File: src/rtl/led_matrix_pkg.sv
// Shared types and constants for the LED matrix frame buffer datapath.
package led_matrix_pkg;

   localparam int ADDRESS_WIDTH = 25;

   typedef struct packed {
      logic [2:0] red;
      logic [2:0] green;
      logic [1:0] blue;
   } rgb332_t;

   typedef enum logic [1:0] {
      ARB_IDLE = 2'd0,
      ARB_RD   = 2'd1,
      ARB_WR   = 2'd2
   } arb_state_t;

endpackage

File: src/rtl/frame_flip_scheduler.sv
// Defers a host buffer-swap request to the next display frame boundary.
module frame_flip_scheduler
   import led_matrix_pkg::*;
(
   input  logic clk,
   input  logic reset_n,
   input  logic frame_start,
   input  logic flip_req,
   output logic frame_buffer_select,
   output logic flip_done
);

   logic flipPending_q;
   logic select_q;
   logic done_q;
   logic swap;

   // A request arriving on the boundary cycle itself is honoured immediately.
   assign swap = frame_start & (flipPending_q | flip_req);

   always_ff @(posedge clk) begin
      if (!reset_n) begin
         flipPending_q <= 1'b0;
         select_q      <= 1'b0;
         done_q        <= 1'b0;
      end else begin
         done_q <= swap;
         if (swap) begin
            select_q      <= ~select_q;
            flipPending_q <= 1'b0;
         end else if (flip_req) begin
            flipPending_q <= 1'b1;
         end
      end
   end

   assign frame_buffer_select = select_q;
   assign flip_done           = done_q;

endmodule

File: src/rtl/frame_ram_arbiter.sv
// Arbitrates display reads and host writes into a single registered RAM command slot.
module frame_ram_arbiter #(
   parameter int ADDRESS_WIDTH  = led_matrix_pkg::ADDRESS_WIDTH,
   parameter int RD_BURST_LIMIT = 8
) (
   input  logic                     clk,
   input  logic                     reset_n,
   input  logic                     rd_req,
   input  logic [ADDRESS_WIDTH-1:0] rd_address,
   output logic                     rd_grant,
   input  logic                     wr_req,
   input  logic [ADDRESS_WIDTH-1:0] wr_address,
   input  led_matrix_pkg::rgb332_t  wr_data,
   output logic                     wr_grant,
   output logic [ADDRESS_WIDTH-1:0] address_fifo,
   output logic                     wr_fifo,
   output led_matrix_pkg::rgb332_t  data_out_fifo,
   output logic                     data_out_ready_fifo,
   input  logic                     fifo_full,
   input  logic                     frame_start,
   input  logic                     flip_req,
   output logic                     frame_buffer_select,
   output logic                     flip_done
);
   import led_matrix_pkg::*;

   localparam int CNT_W = ($clog2(RD_BURST_LIMIT + 1) > 4) ? $clog2(RD_BURST_LIMIT + 1) : 4;

   arb_state_t               state_q;
   logic [ADDRESS_WIDTH-1:0] address_q;
   logic                     wr_q;
   rgb332_t                  data_q;
   logic                     ready_q;
   logic [CNT_W-1:0]         burstCnt_q;
   logic [CNT_W-1:0]         burstCnt_d;
   logic                     transfer;
   logic                     slotFree;
   logic                     burstFull;
   logic                     rdGrant;
   logic                     wrGrant;

   // Reads win unless a waiting write has already been starved for a full burst.
   always_comb begin
      transfer  = ready_q & ~fifo_full;
      slotFree  = ~ready_q | transfer;
      burstFull = wr_req & (burstCnt_q == CNT_W'(RD_BURST_LIMIT));
      rdGrant   = reset_n & slotFree & rd_req & ~burstFull;
      wrGrant   = reset_n & slotFree & wr_req & ~rdGrant;
   end

   always_comb begin
      burstCnt_d = burstCnt_q;
      if (!wr_req || wrGrant) begin
         burstCnt_d = '0;
      end else if (rdGrant) begin
         if (state_q != ARB_RD) begin
            burstCnt_d = CNT_W'(1);
         end else if (burstCnt_q != '1) begin
            burstCnt_d = burstCnt_q + CNT_W'(1);
         end
      end
   end

   always_ff @(posedge clk) begin
      if (!reset_n) begin
         state_q    <= ARB_IDLE;
         address_q  <= '0;
         wr_q       <= 1'b0;
         data_q     <= '0;
         ready_q    <= 1'b0;
         burstCnt_q <= '0;
      end else begin
         burstCnt_q <= burstCnt_d;
         if (rdGrant) begin
            state_q   <= ARB_RD;
            address_q <= rd_address;
            wr_q      <= 1'b0;
            data_q    <= '0;
            ready_q   <= 1'b1;
         end else if (wrGrant) begin
            state_q   <= ARB_WR;
            address_q <= wr_address;
            wr_q      <= 1'b1;
            data_q    <= wr_data;
            ready_q   <= 1'b1;
         end else begin
            if (transfer) begin
               ready_q <= 1'b0;
            end
            if (slotFree && !rd_req && !wr_req) begin
               state_q <= ARB_IDLE;
            end
         end
      end
   end

   assign rd_grant            = rdGrant;
   assign wr_grant            = wrGrant;
   assign address_fifo        = address_q;
   assign wr_fifo             = wr_q;
   assign data_out_fifo       = data_q;
   assign data_out_ready_fifo = ready_q;

   frame_flip_scheduler u_flip (
      .clk                 (clk),
      .reset_n             (reset_n),
      .frame_start         (frame_start),
      .flip_req            (flip_req),
      .frame_buffer_select (frame_buffer_select),
      .flip_done           (flip_done)
   );

endmodule

File: config.mk
export PLATFORM = sky130hd
export DESIGN_NAME = frame_ram_arbiter
export DESIGN_NICKNAME = d
export VERILOG_FILES = /design/src/rtl/led_matrix_pkg.sv /design/src/rtl/frame_flip_scheduler.sv /design/src/rtl/frame_ram_arbiter.sv
export SDC_FILE = /design/constraint.sdc
export NUM_CORES = 1
export LEC_CHECK = 0
export BUFFER_PORTS_ARGS = -buffer_cell sky130_fd_sc_hd__buf_2
export CAP_MARGIN = 20
export CORE_MARGIN = 4
export CORE_UTILIZATION = 44
export CTS_CLUSTER_SIZE = 16
export DETAILED_ROUTE_END_ITERATION = 10
export GPL_TIMING_DRIVEN = 0
export PLACE_DENSITY = 0.86
export REMOVE_ABC_BUFFERS = 1
export SLEW_MARGIN = 40
export SYNTH_ARGS = -nofsm -noshare
export SYNTH_HDL_FRONTEND = slang
export SYNTH_HIERARCHICAL = 1
export SYNTH_SLANG_ARGS = --single-unit
File: constraint.sdc
create_clock -name clk -period 1.6 [get_ports clk]
set_input_delay 0.24 -clock clk [delete_from_list [all_inputs] [get_ports clk]]
set_output_delay 0.24 -clock clk [all_outputs]
set_load 0.02 [all_outputs]
# Word-level counts from Yosys, hierarchy flattened
# Cells that the tools add are included.
[totals]
reg_bits = 44
latchBits = 0
ram_bits = 0
romBits = 0
input_bits = 65
output_inout_bits = 39
elab_cells = 56
n_memories = 0
[op_classes]
add_sub_neg = 1
n_mul = 0
div = 0
magnitude_cmp = 0
eq_ne = 3
shifts = 0
muxes = 10
bitwise_logic = 16
n_reduce_logical = 14
[ops]
columns = ["op", "count"]
rows = [
  ["$mux 25", 2],
  ["$and 1x1->1", 8],
  ["$mux 4", 2],
  ["$not 1->1", 6],
  ["$reduce_bool 2->1", 3],
  ["$reduce_bool 3->1", 2],
  ["$reduce_or 2->1", 3],
  ["$add 4x1->4 const B", 1],
  ["$eq 4x4->1 const B", 1],
  ["$mux 1", 4],
  ["$mux 2", 2],
  ["$ne 4x4->1 const B", 1],
  ["$logic_and 1x1->1", 2],
  ["$logic_not 1->1", 2],
  ["$ne 2x1->1 const B", 1],
  ["$or 1x1->1", 2],
  ["$reduce_and 2->1", 1],
  ["$logic_or 1x1->1", 1],
]

# Longest topological paths before layout
[depth]
depth_word = 10
depth_mapped = 7
ltp_nobuf = 7

# By module
# Netlist, hierarchy kept.
[by_module_without_submodules]
columns = ["module", "n_inst", "cells_each", "area_each_um2", "seq_area_each_um2"]
rows = [
  ["frame_ram_arbiter", 1, 227, 1835.5, 820.8],
  ["frame_flip_scheduler", 1, 11, 101.3, 60.1],
]

# Least setup slack after synthesis
# OpenSTA, ideal clock, no wires.
[synth_timing]
path_kind = "register to output"
from = "register burstCnt_q[0]"
to = "output port wr_grant"
t_arrival_ns = 1.372
t_required_ns = 1.360
path_slack_ns = -0.012
stages_incl_launch_ff = 7
path_buffers = 0
path_cell_list = "dfxtp_1 > inv_1 > ha_1 > nand4b_2 > nand4_4 > inv_1 > nor2_1"
[synth_between]
elab_chain_cells = 6
[synth_rtl]
columns = ["item", "line", "text"]
rows = [
  ["start: declaration", "frame_ram_arbiter.sv:34", "logic [CNT_W-1:0] burstCnt_q;"],
  ["start signal: assignment", "frame_ram_arbiter.sv:73", "burstCnt_q <= burstCnt_d;"],
  ["$eq 4x4->1", "frame_ram_arbiter.sv:46", "burstFull = wr_req & (burstCnt_q == CNT_W'(RD_BURST_LIMIT));"],
  ["$and 1x1->1", "frame_ram_arbiter.sv:46", ""],
  ["$not 1->1", "frame_ram_arbiter.sv:47", "rdGrant = reset_n & slotFree & rd_req & ~burstFull;"],
  ["$and 1x1->1", "frame_ram_arbiter.sv:47", ""],
  ["net rd_grant", "frame_ram_arbiter.sv:10", "output logic rd_grant,"],
  ["$not 1->1", "frame_ram_arbiter.sv:48", "wrGrant = reset_n & slotFree & wr_req & ~rdGrant;"],
  ["$and 1x1->1", "frame_ram_arbiter.sv:48", ""],
  ["end: declaration", "frame_ram_arbiter.sv:14", "output logic wr_grant,"],
]
# The timed path passes the listed nets, and every way through them passes these cells.

# Worst setup path after layout
[layout_timing]
from = "register burstCnt_q[0]"
to = "output port wr_grant"
[layout_between]
elab_chain_cells = 6
[layout_rtl]
columns = ["item", "line"]
rows = [
  ["$eq 4x4->1", "frame_ram_arbiter.sv:46"],
  ["$and 1x1->1", "frame_ram_arbiter.sv:46"],
  ["$not 1->1", "frame_ram_arbiter.sv:47"],
  ["$and 1x1->1", "frame_ram_arbiter.sv:47"],
  ["$not 1->1", "frame_ram_arbiter.sv:48"],
  ["$and 1x1->1", "frame_ram_arbiter.sv:48"],
]
# No other way between the ends.

==> reports/qor.yml <==
vias_per_cell: 5.39
global_route_wire_length_before_repair_mm: 9.25
cts-root-buf: "sky130_fd_sc_hd__clkbuf_8"
die_h_um: 74.3
timing.hold.worst.class: "input port to flop"
grt_start_max_net_pins: 35
floorplan.initialDensity_pct: 47.1
grt_pass1_vias: 2031
detailedRoute.firstIterationViolations: 103
layout.core_utilization_pct: 66.1
ys_seq_area_share_pct: 45.5
worst_skew_pair.late_latency_ns: 0.30
num-nets-final: 412
power_per_cell_area_mw_per_mm2: 894
firstDrtPassIters: 4
timing.max_slew.rel_slack_pct: 62.0
drive_above_1_share_pct: 41.0
maxClockFrequency_ghz: 0.624
floorplan.rows: 23
slew_at_the_pin_closest_to_its_max_slew_limit_ns: 0.569
rsz0062_at_grt: "yes"
detail-route-antenna-nets: 0
worst-r2r-cell-count: 7
die_area_mm2: 0.00553
cp_num_cells: 7
critPathLaunchType: "flop"
crit_slowest_cell: "sky130_fd_sc_hd__dfxtp_2"
timing.setup.tns_ns: -0.00225
critical_path_buf_inv_count: 3
ys_ff_latch: 44
path_delay_family: "flip-flops"
routabilityCongestion: 0.808
antenna_violations_before_repair: 0
layout_setup_ws_ns: -0.00225
layout_min_cycle_time_ns: 1.60
combined_area_of_the_multi_input_logic_cells_mm2: 0.00109
cp.required_ns: 1.36
dpl_cell_area_mm2: 0.00242
cts_htree_levels: 2
grt-ovfl-total: 0
remaining_drc_errors: 0
vdd.ir_drop.worst_uv: 450
synth_enable_flop_cells: 0
cts.sink_count: 44
post_synth_inst_count: 238
synth.avg_cell_area_um2: 8.14
dpl.hpwl_mm: 3.59
hold_path_depth: 2
synthArstFlopShare_pct: 0
cap_violations: 0
syn_area_mm2: 0.00194
crit_path_cell_trace: "inv_2, ha_4, nand4b_4, nand4_4, inv_4, nor2_4, buf_6"
cellLeakagePower_nw: 1.21
routed_wirelength_normalized_by_instance_count_um: 15.5
floorplan.die.width_um: 74.3
antenna-diode-count: 0
clock_tree_from_tritoncts: "done"
postLayoutCellArea_mm2: 0.00272
violations_in_the_final_reports: "negative setup slack"
worst-endpoint-arrival_ns: 1.36
drv_slew: 0
cts_max_path_buffers: 2
number_of_buffers_added_on_ports: 103
place_worst_setup_slack_ns: -0.688
netlist-cell-type-count: 32
ys.flop_type: "sky130_fd_sc_hd__dfxtp_1"
ioPinCount: 104
clk_pin_slew_worst_paths_ns: 0.08
detailroute.via_count: 2133
number_of_hold_violations_in_the_final_report: 0
final-seq-area_um2: 883
fin_skew_ns: 0.00599
crit_type: "flop to output port"
path_max_fanout: 4
setup_viol: 1
cts_buffer_count: 5
flow.area_growth_from_synthesis_pct: 40.5
synth_warnings: 6
final.fill_count: 370
crit_path_max_incr_delay_ns: 0.36
final.period_utilization_pct: 100
cts_stage_hold_buffer_count: 0
timing.critical_path.to_type: "output port"
status: "finished with violations"
grt_usage_pct: 21.9
routed_wl_mm: 6.16
core_area_mm2: 0.00412
worst paths after layout:
path,from,end,slack [ns]
worst max register to register,burstCnt_q[0],burstCnt_q[2],0.02
worst min register to register,data_out_fifo[7],data_out_fifo[7],0.45
worst min-delay path,frame_start,u_flip/flipPending_q,0.12
worst max-delay path,burstCnt_q[0],wr_grant,-0.002
layout make-up:
type	instances	share of cell area, %
Clock buffer	8	3.31
Inverter	5	0.782
Multi-Input combinational cell	179	40.0
Sequential cell	44	32.5
Tap cell	50	2.30
Timing Repair Buffer	110	21.2
layer usage:
layer	track usage (%)	vias to the layer above	share of wire [%]
met5	0	-	0
met4	7.31	0	1.8
met3	4.46	12	7.5
met2	38.7	85	49
met1	26.4	989	42
li1	-	1047	-
Yosys cell counts, types with 2 or more instances:
| master | number | share of area, % |
|---|---|---|
| sky130_fd_sc_hd__nand2_1 | 74 | 14 |
| sky130_fd_sc_hd__dfxtp_1 | 44 | 45 |
| sky130_fd_sc_hd__nor2_1 | 31 | 6.0 |
| sky130_fd_sc_hd__a311oi_1 | 23 | 10 |
| sky130_fd_sc_hd__a21oi_1 | 14 | 3.6 |
| sky130_fd_sc_hd__buf_2 | 7 | 1.8 |
| sky130_fd_sc_hd__o21ai_0 | 5 | 1.3 |
| sky130_fd_sc_hd__inv_1 | 4 | 0.77 |
| sky130_fd_sc_hd__nand3_1 | 4 | 1.0 |
| sky130_fd_sc_hd__a211oi_1 | 3 | 1.2 |
| sky130_fd_sc_hd__buf_4 | 3 | 1.2 |
| sky130_fd_sc_hd__buf_6 | 3 | 1.7 |
| sky130_fd_sc_hd__a311oi_2 | 2 | 1.6 |
| sky130_fd_sc_hd__ha_1 | 2 | 1.3 |
| sky130_fd_sc_hd__nand4_1 | 2 | 0.65 |
placed cells by master (no fill, tap or decap), types with 2 or more instances in the layout:
| cell type | n |
|---|---|
| sky130_fd_sc_hd__nand3_1 | 4 |
| sky130_fd_sc_hd__nand2_2 | 2 |
| sky130_fd_sc_hd__a211oi_1 | 3 |
| sky130_fd_sc_hd__a311oi_2 | 4 |
| sky130_fd_sc_hd__nand2_1 | 72 |
| sky130_fd_sc_hd__clkbuf_8 | 6 |
| sky130_fd_sc_hd__dfxtp_1 | 42 |
| sky130_fd_sc_hd__nand4_4 | 4 |
| sky130_fd_sc_hd__nor2_4 | 2 |
| sky130_fd_sc_hd__inv_2 | 3 |
| sky130_fd_sc_hd__buf_4 | 8 |
| sky130_fd_sc_hd__a311oi_1 | 21 |
| sky130_fd_sc_hd__clkbuf_1 | 2 |
| sky130_fd_sc_hd__o21ai_0 | 5 |
| sky130_fd_sc_hd__nand4_1 | 2 |
| sky130_fd_sc_hd__a21oi_1 | 14 |
| sky130_fd_sc_hd__buf_2 | 101 |
| sky130_fd_sc_hd__dfxtp_2 | 2 |
| sky130_fd_sc_hd__nor2_1 | 30 |
per-stage QoR:
stage	std cells	total power, mW	hold WS (ns)
floorplan	223	1.47	0.312
global placement	376	1.66	0.429
detailed placement	376	1.67	0.434
CTS	391	2.41	0.116
global route	396	2.54	0.125
finish	396	2.43	0.118
flip-flops by register name, indices dropped and copies added, names as in the netlist:
register and flops:
address_fifo 25, burstCnt_q 4, data_out_fifo 8, data_out_ready_fifo 1, state_q 2, u_flip/flipPending_q 1
u_flip/flip_done 1, u_flip/frame_buffer_select 1, wr_fifo 1
cell families (layout without fill, tap and decap cells):
logic type      count (synthesis)  count (layout)  share of synthesized area, %
xor+xnor                        1               1                         0.452
compound gates                 48              48                          18.3
buf+inv                        20             123                          6.07
simple gates                  122             127                          27.9
mux                             1               1                         0.517
fa+ha+maj                       2               2                          1.29
flops                          44              44                          45.5
power by group:
part / total (mW) / internal, mW / switching, mW
Sequential: 1.20 / 1.17 / 0.0383
Clock: 0.724 / 0.353 / 0.371
Combinational: 0.507 / 0.195 / 0.312
Total: 2.43 / 1.71 / 0.721
timing repair:
action | CTS | global route
buffers inserted | 4 | 4
pin swaps | 5 | 5
cloned | 3 | 2
setup endpoints to repair | 32 | 38
gates resized for setup | 13 | 11
No activity file was read; power rests on OpenSTA's default activity.
